`config.mk`:
```
export PLATFORM = sky130hd
export DESIGN_NAME = riscv_control
export DESIGN_NICKNAME = d
export VERILOG_FILES = /design/src/rtl/riscv_control.sv
export SDC_FILE = /design/constraint.sdc
export NUM_CORES = 1
export LEC_CHECK = 0
export CAP_MARGIN = 20
export CORE_MARGIN = 2
export CORE_UTILIZATION = 31
export CTS_BUF_LIST = sky130_fd_sc_hd__clkbuf_8
export CTS_CLUSTER_DIAMETER = 100
export CTS_CLUSTER_SIZE = 40
export DETAILED_ROUTE_END_ITERATION = 16
export PLACE_DENSITY = 0.87
export SYNTH_ARGS = -nofsm -noshare
export SYNTH_HDL_FRONTEND = slang
export SYNTH_SLANG_ARGS = --single-unit
```
`constraint.sdc`:
```
create_clock -name clk -period 1.8 [get_ports clk]
set_clock_uncertainty 0.05 [all_clocks]
set_input_delay 0.54 -clock clk [delete_from_list [all_inputs] [get_ports clk]]
set_output_delay 0.54 -clock clk [all_outputs]
set_load 0.01 [all_outputs]
```
`src/rtl/riscv_control.sv`:
```
// RV32I main control decoder: maps an instruction word to registered datapath
// control strobes, with one cycle of latency and an illegal-encoding flag.
module riscv_control (
    input  logic        clk,
    input  logic        rst,
    input  logic [31:0] instruction,
    input  logic        instr_valid,
    output logic        Branch,
    output logic        MemRead,
    output logic        MemtoReg,
    output logic [1:0]  ALUOp,
    output logic        MemWrite,
    output logic        ALUSrc,
    output logic        RegWrite,
    output logic        ctrl_valid,
    output logic        illegal
);

    localparam logic [6:0] OpRType = 7'b0110011;
    localparam logic [6:0] OpLoad  = 7'b0000011;
    localparam logic [6:0] OpStore = 7'b0100011;
    localparam logic [6:0] OpBranch = 7'b1100011;
    localparam logic [6:0] OpIType = 7'b0010011;

    logic [6:0] opcode;
    logic [2:0] funct3;
    logic [6:0] funct7;

    assign opcode = instruction[6:0];
    assign funct3 = instruction[14:12];
    assign funct7 = instruction[31:25];

    logic       branch_d, mem_read_d, mem_to_reg_d, mem_write_d, alu_src_d, reg_write_d;
    logic [1:0] alu_op_d;
    logic       valid_d, illegal_d;
    logic       bad;

    always_comb begin
        branch_d     = 1'b0;
        mem_read_d   = 1'b0;
        mem_to_reg_d = 1'b0;
        mem_write_d  = 1'b0;
        alu_src_d    = 1'b0;
        reg_write_d  = 1'b0;
        alu_op_d     = 2'b00;
        bad          = 1'b0;

        case (opcode)
            OpRType: begin
                reg_write_d = 1'b1;
                alu_op_d    = 2'b10;
                bad = !(funct7 == 7'b0000000 || funct7 == 7'b0100000) ||
                      (funct7 == 7'b0100000 && !(funct3 == 3'b000 || funct3 == 3'b101));
            end
            OpLoad: begin
                alu_src_d    = 1'b1;
                mem_to_reg_d = 1'b1;
                reg_write_d  = 1'b1;
                mem_read_d   = 1'b1;
                bad = (funct3 == 3'b011) || (funct3 == 3'b110) || (funct3 == 3'b111);
            end
            OpStore: begin
                alu_src_d   = 1'b1;
                mem_write_d = 1'b1;
                bad = (funct3 > 3'b010);
            end
            OpBranch: begin
                branch_d = 1'b1;
                alu_op_d = 2'b01;
                bad = (funct3 == 3'b010) || (funct3 == 3'b011);
            end
            OpIType: begin
                alu_src_d   = 1'b1;
                reg_write_d = 1'b1;
                alu_op_d    = 2'b11;
                bad = (funct3 == 3'b001 && funct7 != 7'b0000000) ||
                      (funct3 == 3'b101 && !(funct7 == 7'b0000000 || funct7 == 7'b0100000));
            end
            default: bad = 1'b1;
        endcase

        // Low bits other than 11 never match a listed opcode, but keep the rule explicit.
        if (instruction[1:0] != 2'b11) bad = 1'b1;

        valid_d   = instr_valid;
        illegal_d = instr_valid && bad;

        // Invalid or illegal words must not disturb the datapath.
        if (!instr_valid || bad) begin
            branch_d     = 1'b0;
            mem_read_d   = 1'b0;
            mem_to_reg_d = 1'b0;
            mem_write_d  = 1'b0;
            alu_src_d    = 1'b0;
            reg_write_d  = 1'b0;
            alu_op_d     = 2'b00;
        end
    end

    always_ff @(posedge clk) begin
        if (rst) begin
            Branch     <= 1'b0;
            MemRead    <= 1'b0;
            MemtoReg   <= 1'b0;
            ALUOp      <= 2'b00;
            MemWrite   <= 1'b0;
            ALUSrc     <= 1'b0;
            RegWrite   <= 1'b0;
            ctrl_valid <= 1'b0;
            illegal    <= 1'b0;
        end else begin
            Branch     <= branch_d;
            MemRead    <= mem_read_d;
            MemtoReg   <= mem_to_reg_d;
            ALUOp      <= alu_op_d;
            MemWrite   <= mem_write_d;
            ALUSrc     <= alu_src_d;
            RegWrite   <= reg_write_d;
            ctrl_valid <= valid_d;
            illegal    <= illegal_d;
        end
    end

endmodule

```
==> metrics.yaml <==
final_util_pct: 65.5
worstPathArrival_ns: 1.86
vdd_ir_drop_max_mv: 0.260
leakage_nw: 0.444
synth_largest_area_cell: "dfxtp_1"
first_pass_iters: 4
finalInstanceArea_um2: 976
synth.avg_cell_area_um2: 9.78
drt_iter0_drc: 15
final_nets: 129
min_from: "instruction[4]"
gp_congestion: 0.848
cts_tree: "yes"
fin_crit_ns: 1.75
synthFlopType: "dfxtp_1"
crit_path_start_kind: "primary input"
num_rows: 14
synthCells: 50
h-tree-depth: 1
avgViaCountPerCell: 5.33
wire_per_inst_um: 12.5
die_width_um: 43.7
hpwl_mm: 1.06
cts_buffers: 3
synth-seq-cells: 9
pre_cts_ws_ns: -0.253
cts_buffer_depth: 2
ant_nets: 0
netlist.area_leader.share_pct: 36.8
wl_mm: 1.37
worstSetupPathType: "in2reg"
finalHoldViolCount: 0
synth_edf_count: 0
grt_max_degree: 7
grt-ovfl-total: 0
timing.final.crit_share_pct: 97.2
port_buffers: 29
power_uw: 538
maxCapViolations: 0
setup_viol: 0
die_area_um2: 1910
outcome: "completed"
grt_pass1_vias: 561
syn_to_final_growth_pct: 99.5
start_util_pct: 32.9
tightest_slew_ns: 0.279
post-route-drc-count: 0
synth_cell_types: 26
io-pin-count: 45
ys_seq_area_share_pct: 36.8
rsz0062_at_grt: "false"
required_ns: 1.91
slowest_delay_ns: 0.46
yosys-top-cells-area: "dfxtp_1 (37%), nor4_2 (5.1%), o2111a_1 (4.6%)"
slew_viol_final: 0
critPathMaxFanout: 3
hold_class: "in2reg"
core_area_um2: 1490
cts_root_buf: "clkbuf_8"
tns_ns: 0
fmax_mhz: 572
vias: 581
holdBufCountCts: 0
num-fill-cells: 115
power_density_nw_per_um2: 552
crit_path_end_kind: "flip-flop"
cts_sinks: 9
antenna_found_initial: 0
ys_warn_count: 0
hold_depth: 3
synth_commonest_cells: "dfxtp_1 (9), nor2_1 (4)"
die_h_um: 43.7
yosysMostFrequentCell: "dfxtp_1"
syn-cell-area_um2: 489
crit_chain: "clkdlybuf4s50_1 -> xor2_1 -> o2111a_1 -> a211o_1 -> a21oi_1"
maxSlewHeadroom_pct: 81.3
drive_above_1_share_pct: 25.8
dpl_cell_area_um2: 867
grt_util_all_layers_pct: 16.3
worst_path_max_delay_cell: "clkdlybuf4s50_1"
finalWorstSetupSlack_ns: 0.0505
ys_async_sr_fraction_pct: 0
grt_pass1_wl_mm: 2.33
hold_end: "MemtoReg"
diodes: 0
synth_fp_nets: 85
clk_pin_slew_ns: 0.04
stage by stage:
stage               hold slack [ns]  instances
floorplan                     0.567         50
global placement               1.17        104
detailed placement             1.19        104
CTS                           0.949        109
global route                  0.662        109
finish                        0.659        109
cell families after synthesis:
| logic type | Yosys count | share of synthesized area (%) |
|---|---|---|
| AOI/OAI and AO/OA | 15 | 28.1 |
| xor gates and xnor gates | 1 | 1.79 |
| buffers and inverters | 4 | 3.84 |
| DFF | 9 | 36.8 |
| and+or+nand+nor | 21 | 29.4 |
metal layers:
metal	share of wire (%)	wire length (um)	track usage, %	vias to the layer above
li1	-	-	-	277
met1	36	487	16.3	263
met2	56	763	29.7	35
met3	6.9	94	2.92	6
met4	1.6	22	11.5	0
met5	0	0	0	-
final cells by class:
cell class	instances	area (um^2)	area share, %
sequential	9	180	18.5
multi-input combinational	37	324	33.2
clock buffer	3	41.3	4.23
clock inverter	1	3.75	0.385
tap	16	20.0	2.05
timing repair buffer	40	395	40.5
inverter	3	11.3	1.15
state kept, by name, summed over array words and instances, names as in the netlist:
register,count
MemWrite,1
RegWrite,1
MemtoReg,1
ALUSrc,1
illegal,1
Branch,1
ALUOp,2
ctrl_valid,1
worst max-delay path by stage:
stage	slack, ns	from	end	depth (start not counted)
2_1_floorplan	0.28	instruction[26]	Branch	4
3_3_place_gp	-0.21	instruction[26]	Branch	5
3_5_place_dp	-0.25	instruction[26]	ALUOp[0]	5
4_1_cts	-0.0008	instruction[6]	ALUOp[1]	5
5_1_grt	0.007	instruction[0]	Branch	5
6_report	0.05	instruction[12]	RegWrite	5
layout by cell type (no fill, tap or decap), types with 2 or more instances in the layout:
master	n
buf_4	11
nand2b_1	2
a21oi_1	3
nor2_1	3
dfxtp_1	9
clkdlybuf4s50_1	20
dlymetal6s2s_1	9
a211o_1	2
o2111a_1	2
clkbuf_8	3
inv_1	4
nand2_1	3
nor3_1	3
what timing repair did:
| action | 4_1_cts | 5_1_grt |
|---|---|---|
| gates resized for setup | 2 | 12 |
| setup endpoints to repair | 1 | 8 |
| gates cloned | 0 | 0 |
| pin swaps | 2 | 6 |
| setup buffers | 1 | 0 |
worst max-delay path: cells and delay by family:
kind,cells,cell delay [ns]
XOR/XNOR,1,0.19
buffers and inverters,1,0.46
AO/OA/AOI/OAI,3,0.66
report_power, final:
part	total, mW	switching [mW]	internal, mW
registers	0.204	0.000628	0.203
logic	0.115	0.0462	0.0692
clock network	0.219	0.0716	0.148
No activity file was read; power rests on OpenSTA's default activity.
